===== src/rtl/inst_buffer_pkg.sv =====
// Shared widths, defaults and enable encodings for the instruction buffer.
// Optional feature macro: INSTBUF_DUAL_ISSUE_EN (second issue port).
package inst_buffer_pkg;
  localparam int unsigned InstBus     = 32;
  localparam int unsigned InstAddrBus = 32;
  localparam int unsigned DEPTH_DEF   = 16;
  localparam int unsigned SKID_DEF    = 2;

  typedef enum logic {
    ReadDisable = 1'b0,
    ReadEnable  = 1'b1
  } read_en_e;

  typedef enum logic {
    WriteDisable = 1'b0,
    WriteEnable  = 1'b1
  } write_en_e;

  typedef struct packed {
    logic [InstBus-1:0]     inst;
    logic [InstAddrBus-1:0] addr;
  } ib_entry_t;
endpackage


===== src/rtl/inst_buffer_if.sv =====
// Fetch-to-decode instruction buffer bus: icache push side, decode issue side, full back to PC.
// The issue1 signals are live only when INSTBUF_DUAL_ISSUE_EN is defined.
interface inst_buffer_if;
  import inst_buffer_pkg::*;

  logic                   flush;
  logic                   icache_valid_i;
  logic [InstBus-1:0]     icache_inst_i;
  logic [InstAddrBus-1:0] icache_addr_i;
  logic [1:0]             issue_cnt_i;
  logic                   issue0_valid_o;
  logic [InstBus-1:0]     issue0_inst_o;
  logic [InstAddrBus-1:0] issue0_addr_o;
  logic                   issue1_valid_o;
  logic [InstBus-1:0]     issue1_inst_o;
  logic [InstAddrBus-1:0] issue1_addr_o;
  logic                   instbuffer_full;

  modport master (
    output flush, icache_valid_i, icache_inst_i, icache_addr_i, issue_cnt_i,
    input  issue0_valid_o, issue0_inst_o, issue0_addr_o,
    input  issue1_valid_o, issue1_inst_o, issue1_addr_o, instbuffer_full
  );

  modport slave (
    input  flush, icache_valid_i, icache_inst_i, icache_addr_i, issue_cnt_i,
    output issue0_valid_o, issue0_inst_o, issue0_addr_o,
    output issue1_valid_o, issue1_inst_o, issue1_addr_o, instbuffer_full
  );
endinterface


===== src/rtl/inst_buffer_mem.sv =====
// DEPTH x 64 entry storage: one synchronous write port, asynchronous read ports.
// Read port 1 exists only when INSTBUF_DUAL_ISSUE_EN is defined.
module inst_buffer_mem
  import inst_buffer_pkg::*;
#(
  parameter  int unsigned DEPTH = DEPTH_DEF,
  localparam int unsigned AW    = $clog2(DEPTH)
) (
  input  logic          clk,
  input  write_en_e     i_we,
  input  logic [AW-1:0] i_waddr,
  input  ib_entry_t     i_wdata,
  input  logic [AW-1:0] i_raddr0,
  output ib_entry_t     o_rdata0
`ifdef INSTBUF_DUAL_ISSUE_EN
  ,
  input  read_en_e      i_re1,
  input  logic [AW-1:0] i_raddr1,
  output ib_entry_t     o_rdata1
`endif
);

  ib_entry_t r_mem [DEPTH];

  always_ff @(posedge clk) begin
    if (i_we == WriteEnable) begin
      r_mem[i_waddr] <= i_wdata;
    end
  end

  assign o_rdata0 = r_mem[i_raddr0];

`ifdef INSTBUF_DUAL_ISSUE_EN
  assign o_rdata1 = (i_re1 == ReadEnable) ? r_mem[i_raddr1] : '0;
`endif

endmodule


===== src/rtl/inst_buffer.sv =====
// Instruction FIFO between icache and decode with skid headroom and one-cycle flush.
// Define INSTBUF_DUAL_ISSUE_EN to enable the second issue port and two-entry pops.
module inst_buffer
  import inst_buffer_pkg::*;
#(
  parameter int unsigned DEPTH = DEPTH_DEF,
  parameter int unsigned SKID  = SKID_DEF
) (
  input logic         clk,
  input logic         reset,
  inst_buffer_if.slave bus
);

  localparam int unsigned AW = $clog2(DEPTH);
  localparam int unsigned CW = AW + 1;
  localparam logic [CW-1:0] FullDepth = CW'(DEPTH);
  localparam logic [CW-1:0] FullMark  = CW'(DEPTH - SKID);

  logic [AW-1:0] r_head;
  logic [AW-1:0] r_tail;
  logic [CW-1:0] r_count;
  logic          r_full;

  logic          w_push;
  logic [1:0]    w_req;
  logic [1:0]    w_pop;
  logic [CW-1:0] w_count_next;
  ib_entry_t     w_wdata;
  ib_entry_t     w_rd0;
  write_en_e     w_we;

  always_comb begin
    w_push = bus.icache_valid_i && !bus.flush && (r_count < FullDepth);
`ifdef INSTBUF_DUAL_ISSUE_EN
    w_req = (bus.issue_cnt_i == 2'd3) ? 2'd2 : bus.issue_cnt_i;
`else
    w_req = (bus.issue_cnt_i != 2'd0) ? 2'd1 : 2'd0;
`endif
    // When fewer entries exist than requested, r_count is 0 or 1 and fits in two bits
    w_pop        = (CW'(w_req) > r_count) ? r_count[1:0] : w_req;
    w_count_next = r_count + CW'(w_push) - CW'(w_pop);
    w_we         = w_push ? WriteEnable : WriteDisable;
    w_wdata      = '{inst: bus.icache_inst_i, addr: bus.icache_addr_i};
  end

  always_ff @(posedge clk or posedge reset) begin
    if (reset) begin
      r_head  <= '0;
      r_tail  <= '0;
      r_count <= '0;
      r_full  <= 1'b0;
    end else if (bus.flush) begin
      r_head  <= '0;
      r_tail  <= '0;
      r_count <= '0;
      r_full  <= 1'b0;
    end else begin
      r_head  <= r_head + AW'(w_pop);
      r_tail  <= r_tail + AW'(w_push);
      r_count <= w_count_next;
      r_full  <= (w_count_next >= FullMark);
    end
  end

`ifdef INSTBUF_DUAL_ISSUE_EN
  ib_entry_t     w_rd1;
  logic [AW-1:0] w_head1;

  assign w_head1 = r_head + AW'(1);

  inst_buffer_mem #(.DEPTH(DEPTH)) u_mem (
    .clk      (clk),
    .i_we     (w_we),
    .i_waddr  (r_tail),
    .i_wdata  (w_wdata),
    .i_raddr0 (r_head),
    .o_rdata0 (w_rd0),
    .i_re1    (ReadEnable),
    .i_raddr1 (w_head1),
    .o_rdata1 (w_rd1)
  );

  assign bus.issue1_valid_o = (r_count >= CW'(2));
  assign bus.issue1_inst_o  = w_rd1.inst;
  assign bus.issue1_addr_o  = w_rd1.addr;
`else
  inst_buffer_mem #(.DEPTH(DEPTH)) u_mem (
    .clk      (clk),
    .i_we     (w_we),
    .i_waddr  (r_tail),
    .i_wdata  (w_wdata),
    .i_raddr0 (r_head),
    .o_rdata0 (w_rd0)
  );

  assign bus.issue1_valid_o = 1'b0;
  assign bus.issue1_inst_o  = '0;
  assign bus.issue1_addr_o  = '0;
`endif

  assign bus.issue0_valid_o  = (r_count != '0);
  assign bus.issue0_inst_o   = w_rd0.inst;
  assign bus.issue0_addr_o   = w_rd0.addr;
  assign bus.instbuffer_full = r_full;

  // Fetch must stop within SKID responses of full rising; a push at DEPTH is lost
  a_no_push_when_full: assert property (@(posedge clk) disable iff (reset)
    !(bus.icache_valid_i && !bus.flush && (r_count == FullDepth)));

endmodule

===== src/flat_wrapper.sv =====
// flat-port wrapper written by rule: the top's interface ports become plain ports
module inst_buffer_flat import inst_buffer_pkg::*;
#(
  parameter int unsigned DEPTH = DEPTH_DEF,
  parameter int unsigned SKID  = SKID_DEF
)
  (clk, reset, bus_flush, bus_icache_valid_i, bus_icache_inst_i, bus_icache_addr_i, bus_issue_cnt_i, bus_issue0_valid_o, bus_issue0_inst_o, bus_issue0_addr_o, bus_issue1_valid_o, bus_issue1_inst_o, bus_issue1_addr_o, bus_instbuffer_full);
  inst_buffer_if bus_i ();
  input logic clk;
  input logic reset;
  input wire logic [$bits(bus_i.flush)-1:0] bus_flush;
  input wire logic [$bits(bus_i.icache_valid_i)-1:0] bus_icache_valid_i;
  input wire logic [$bits(bus_i.icache_inst_i)-1:0] bus_icache_inst_i;
  input wire logic [$bits(bus_i.icache_addr_i)-1:0] bus_icache_addr_i;
  input wire logic [$bits(bus_i.issue_cnt_i)-1:0] bus_issue_cnt_i;
  output wire logic [$bits(bus_i.issue0_valid_o)-1:0] bus_issue0_valid_o;
  output wire logic [$bits(bus_i.issue0_inst_o)-1:0] bus_issue0_inst_o;
  output wire logic [$bits(bus_i.issue0_addr_o)-1:0] bus_issue0_addr_o;
  output wire logic [$bits(bus_i.issue1_valid_o)-1:0] bus_issue1_valid_o;
  output wire logic [$bits(bus_i.issue1_inst_o)-1:0] bus_issue1_inst_o;
  output wire logic [$bits(bus_i.issue1_addr_o)-1:0] bus_issue1_addr_o;
  output wire logic [$bits(bus_i.instbuffer_full)-1:0] bus_instbuffer_full;
  assign bus_i.flush = bus_flush;
  assign bus_i.icache_valid_i = bus_icache_valid_i;
  assign bus_i.icache_inst_i = bus_icache_inst_i;
  assign bus_i.icache_addr_i = bus_icache_addr_i;
  assign bus_i.issue_cnt_i = bus_issue_cnt_i;
  assign bus_issue0_valid_o = bus_i.issue0_valid_o;
  assign bus_issue0_inst_o = bus_i.issue0_inst_o;
  assign bus_issue0_addr_o = bus_i.issue0_addr_o;
  assign bus_issue1_valid_o = bus_i.issue1_valid_o;
  assign bus_issue1_inst_o = bus_i.issue1_inst_o;
  assign bus_issue1_addr_o = bus_i.issue1_addr_o;
  assign bus_instbuffer_full = bus_i.instbuffer_full;
  inst_buffer #(.DEPTH(DEPTH), .SKID(SKID)) u_core (.clk(clk), .reset(reset), .bus(bus_i));
endmodule

===== config.mk =====
export PLATFORM = sky130hd
export DESIGN_NAME = inst_buffer_flat
export DESIGN_NICKNAME = d
export VERILOG_FILES = /design/src/rtl/inst_buffer_pkg.sv /design/src/rtl/inst_buffer_if.sv /design/src/rtl/inst_buffer_mem.sv /design/src/rtl/inst_buffer.sv /design/src/flat_wrapper.sv
export SDC_FILE = /design/constraint.sdc
export NUM_CORES = 1
export LEC_CHECK = 0
export ABC_AREA = 0
export CORE_MARGIN = 2
export CORE_UTILIZATION = 54
export DETAILED_ROUTE_END_ITERATION = 8
export GPL_ROUTABILITY_DRIVEN = 0
export PLACE_DENSITY = 0.74
export SLEW_MARGIN = 20
export SYNTH_ARGS = -nofsm -noshare
export SYNTH_HDL_FRONTEND = slang
export SYNTH_SLANG_ARGS = --single-unit

===== constraint.sdc =====
create_clock -name clk -period 7.4 [get_ports clk]
set_input_delay 0.74 -clock clk [delete_from_list [all_inputs] [get_ports clk]]
set_output_delay 0.74 -clock clk [all_outputs]
set_load 0.01 [all_outputs]

### Word-level counts from Yosys, hierarchy flattened

Memory sizes are Yosys's and may differ from the RTL's.
Index checks and enable logic that the tools add are counted.

* flip-flop bits (word level): 14
* RAM bits: 1024
* input port bits: 70
* output and inout port bits: 131
* word-level logic and storage cells: 26
* memories: 1

* $add $sub $neg: 4
* order comparisons: 3
* mux-type cells: 9
* reduce and logical (&&, ||, !) cells: 5

Memories
* u_core.u_mem.r_mem: depth 16, width 64, rd ports 1, clocked after memory_dff 0, wr ports 1, RTL line inst_buffer_mem.sv:23 `ib_entry_t r_mem [DEPTH];`

Operator list (number)
* 2-to-1 mux 4 bit: 2
* adder 5 x 1 -> 5 bit: 1
* >= comparator 5 x 4 -> 1 bit, second input constant: 1
* greater-than comparator 2 x 5 -> 1 bit: 1
* < comparator 5 bit, second input constant: 1
* 2-to-1 mux 1 bit: 5
* 2-to-1 mux 5 bit: 1
* nonzero test 5 bit: 1
* subtractor 5 x 2 -> 5 bit: 1
* adder 4 x 1 -> 4 bit: 1
* adder 4 x 2 -> 4 bit: 1
* logical AND 1 bit: 2
* 2-to-1 mux 2 bit: 1
* nonzero test 2 bit: 1
* logical NOT 1 bit: 1

### Longest topological paths before layout

* depth after elaboration: 7
* depth in mapped cells: 15
* depth with buffers taken out: 15

### Hierarchy

A second synthesis with hierarchy kept.

* cell total of the unflattened synthesis: 1730
* area total of the unflattened synthesis: 39629.3 um^2

By module, submodules not included
* inst_buffer_mem: instances 1, cells each 1583, area each 38300.5 um^2, sequential area each 30749.5 um^2
* inst_buffer: instances 1, cells each 147, area each 1328.8 um^2, sequential area each 350.3 um^2

### Least setup slack after synthesis

Ideal clock, no wire load.

* kind: input -> register
* from: in bus_flush
* to: mem u_core.u_mem.r_mem[0][0] (netlist name), enable pin
* library setup time: 0.565 ns
* data arrival time: 5.913 ns
* required time: 6.835 ns
* slack: 0.922 ns
* stages: 3
* path buffers: 0
* cell sequence: nor3b_2 or3b_2 nor3_1

* word-level cells in the longest chain between the ends: 6

Ends and longest elaborated chain
* from (decl): RTL line flat_wrapper.sv:11 `input wire logic [$bits(bus_i.flush)-1:0] bus_flush;`
* logical NOT 1 bit: RTL line inst_buffer.sv:33 `w_push = bus.icache_valid_i && !bus.flush && (r_count < FullDepth);`
* logical AND 1 bit (2 in a row): RTL line inst_buffer.sv:33
* 2-to-1 mux 1 bit: RTL line inst_buffer.sv:42 `w_we = w_push ? WriteEnable : WriteDisable;`
* 2-to-1 mux 1 bit: RTL line inst_buffer_mem.sv:26 `if (i_we == WriteEnable) begin`
* 2-to-1 mux 1 bit (not written as such): RTL line inst_buffer_mem.sv:27 `r_mem[i_waddr] <= i_wdata;`
* to (decl): RTL line inst_buffer_mem.sv:23

Every way passes these cells.

### Final worst setup path

* from: reg u_core.r_head[1]
* to: out bus_issue0_addr_o[16]

* word-level cells in the longest chain between the ends: 1

Ends and longest elaborated chain
* from (decl): RTL line inst_buffer.sv:19 `logic [AW-1:0] r_head;`
* from (signal assigned): RTL line inst_buffer.sv:58 `r_head <= r_head + AW'(w_pop);`
* memory (16 x 64 bit)
* to (decl): RTL line flat_wrapper.sv:18 `output wire logic [$bits(bus_i.issue0_addr_o)-1:0] bus_issue0_addr_o;`

Every way passes these cells.

==> reports/results.ini <==
[outcome]
outcome = finished, final reports clean

[synth]
synthArstFlopShare = 0.0135
syn_inst = 1730
ys.flop_type = edfxtp_1
yosysMostFrequentCell = edfxtp_1
synth_edf_count = 1024
synth.largest_area_cell = edfxtp_1
synth_common_cells = edfxtp_1 (1024), mux4_2 (256), a22oi_1 (128), buf_4 (86), nand2_1 (65)
synth_area_sq_um = 39600
yosysUniqueCellTypes = 31
ys_seq_area_frac = 0.785
synth.ff_latch_count = 1038
syn_avg_cell_area_sq_um = 22.9
yosys_warnings = 0
synth_area_leaders = edfxtp_1 (78%), mux4_2 (15%), a22oi_1 (2.4%)
synth_top_area_share = 0.776

[floorplanning]
io_pins = 201
die_area_sq_um = 75600
initial_utilization = 0.544
fp.dieH_microns = 275
die_x_microns = 275
num_rows = 99
design.core.area_sq_um = 72800

[clock_tree]
clock-sinks = 1038
root_buffer = clkbuf_16
clock_path_buffers = 3
post_cts_resized = 0
clk_latency_ns = 0.65
cts_hold_buf = 0
htreeDepth = 3
clk_transition_reported_paths_ns = 0.06
cts_tree = built
postCtsSetupRepairBufs = 0
cts_buffers = 100

[timing]
tightest_slew_ns = 1.18
fin_tns_setup_ns = 0
period_needed_ns = 4.88
fin_skew_ns = 0.0188
slew_viol_final = 0
fmax_ghz = 0.205
hold_viol = 0
rsz0062_at_grt = no
fin_crit_sh = 0.659
relSlewSlack = 0.209
final-setup-viol-count = 0

[power]
seq_power_share = 0.461
power.switching_mw = 3.64
p_leak_nw = 14.0
p_sw_frac = 0.252
powerDensity_nw_per_um2 = 320
irDropWorstVdd_uv = 311
p_comb_frac = 0.199
intPower_mw = 10.8
clkPwrFrac = 0.340
finalPower_mw = 14.4

[route]
drt_iter0_drc = 1995
dr.max_layer_used = met5
wl_met1_microns = 33100
avgViaCountPerCell = 6.27
firstDrtPassIters = 5
drcViolationCount = 0
postRouteWirelength_microns = 83700
vias = 18497
wl_met2_microns = 41900
wl_met3_microns = 6550
post_drt_wl_per_cell_microns = 28.4
ant_nets = 0

[global_routing]
grt_max_degree = 107
overflow = 0
grt_use_total = 0.226
first_global_vias = 19360
antenna_found_initial = 2
grt_pass1_wl_microns = 124000

[finish]
drive_gt1_frac = 0.230
finalNetCount = 1994
areaGrowthSynthToFinish_pct = 13.8
n_antenna_cell = 0

[critical_path]
critPathKind = flip-flop to primary output
worstPathRequired_ns = 6.66
cp_max_fo = 69
cp-end-kind = primary output
worstPathArrival_ns = 4.14
crit_path_start_kind = flip-flop

[job]
drv_cap = 0

[worst_hold_path]
hold_class = primary input to asynchronous set/reset pin

[place]
hpwl_microns = 40600
port_buffers = 135

## final timing paths
kind	endpoint	startpoint	cells after the start	slack, ns
min in group clk	u_core.r_tail[1]	u_core.r_tail[1]	2	0.71
worst max register to register	u_core.u_mem.r_mem[0][34]	u_core.r_count[4]	5	4.25
max in group asynchronous	u_core.r_head[1]	reset	2	6.54
worst min-delay path	u_core.bus.instbuffer_full	reset	2	0.43
worst min register to register	u_core.r_tail[1]	u_core.r_tail[1]	2	0.71
worst max-delay path	bus_issue0_addr_o[16]	u_core.r_head[1]	5	2.52
## stage by stage
stage,area (sq um),setup WS [ns],utilization,std cells,hold slack (ns)
4_1_cts,45100,2.48,0.619,2950,0.414
3_5_place_dp,41900,3.05,0.575,2766,0.691
3_3_place_gp,41900,3.14,0.575,2766,0.663
5_1_grt,45100,2.35,0.619,2950,0.488
2_1_floorplan,39900,0.922,-,1794,0.558
6_report,45100,2.52,0.619,2950,0.434
## layer usage
metal | GRT usage | vias to the layer above
li1 | - | 7542
met1 | 0.315 | 9869
met2 | 0.370 | 948
met3 | 0.0406 | 136
met4 | 0.0681 | 2
met5 | 0 | -
## area by class of cell
| class | instances | area (sq um) |
|---|---|---|
| Multi-Input combinational cell | 592 | 7920 |
| Clock buffer | 111 | 2560 |
| Timing Repair Buffer | 165 | 1630 |
| Clock inverter | 73 | 609 |
| Inverter | 12 | 45.0 |
| Fill cell | 4747 | 27800 |
| Tap cell | 959 | 1200 |
| Sequential cell | 1038 | 31100 |
## flip-flops by register name, indices dropped and copies added, names as in the netlist
register and count:
u_core.u_mem.r_mem 1024, u_core.r_count 5, u_core.r_head 4, u_core.r_tail 4, u_core.bus.instbuffer_full 1
## critical path: stages, from the launching register on
cell and delay, ns:
dfrtp_4 1.18, buf_4 0.74, mux4_2 0.42, a22oi_1 0.41, nand2_1 0.17, clkdlybuf4s50_1 0.52
## cells by family (layout without fill, tap and decap cells)
family,after synthesis,count (layout),share of synthesized area
flip-flops,1038,1038,0.785
multiplexers,256,256,0.146
buffers and inverters,164,361,0.0249
AO/OA/AOI/OAI,136,136,0.0256
AND/OR/NAND/NOR,113,113,0.0124
adder cells (fa/ha/maj),15,15,0.00512
XOR/XNOR,7,7,0.00155
other,1,65,0.0000946
## placed cells by master (no fill, tap or decap), drive strengths merged
cell type,instances
a21oi,4
a22oi,128
a41oi,1
and2,2
buf,30
bufinv,7
clkbuf,111
clkdlybuf4s50,135
clkinv,59
clkinvlp,3
conb,65
dfrtp,14
edfxtp,1024
fa,2
ha,13
inv,16
mux4,256
nand2,65
nand2b,2
nand3,2
nand3b,3
nand4,1
nor2,22
nor2b,8
nor3,5
nor3b,1
o21bai,2
o32ai,1
or2,1
or3b,1
xnor2,6
xor2,1
## power groups by stage
stage / sequential, mW / clock [mW] / combinational (mW)
3_3_place_gp: 6.78 / 0 / 2.87
4_1_cts: 6.66 / 5.00 / 2.93
6_report: 6.66 / 4.91 / 2.87
5_1_grt: 6.67 / 5.22 / 3.10
3_5_place_dp: 6.78 / 0 / 2.90
2_1_floorplan: 6.69 / 0 / 2.04
Power figures use the tool's default switching activity.
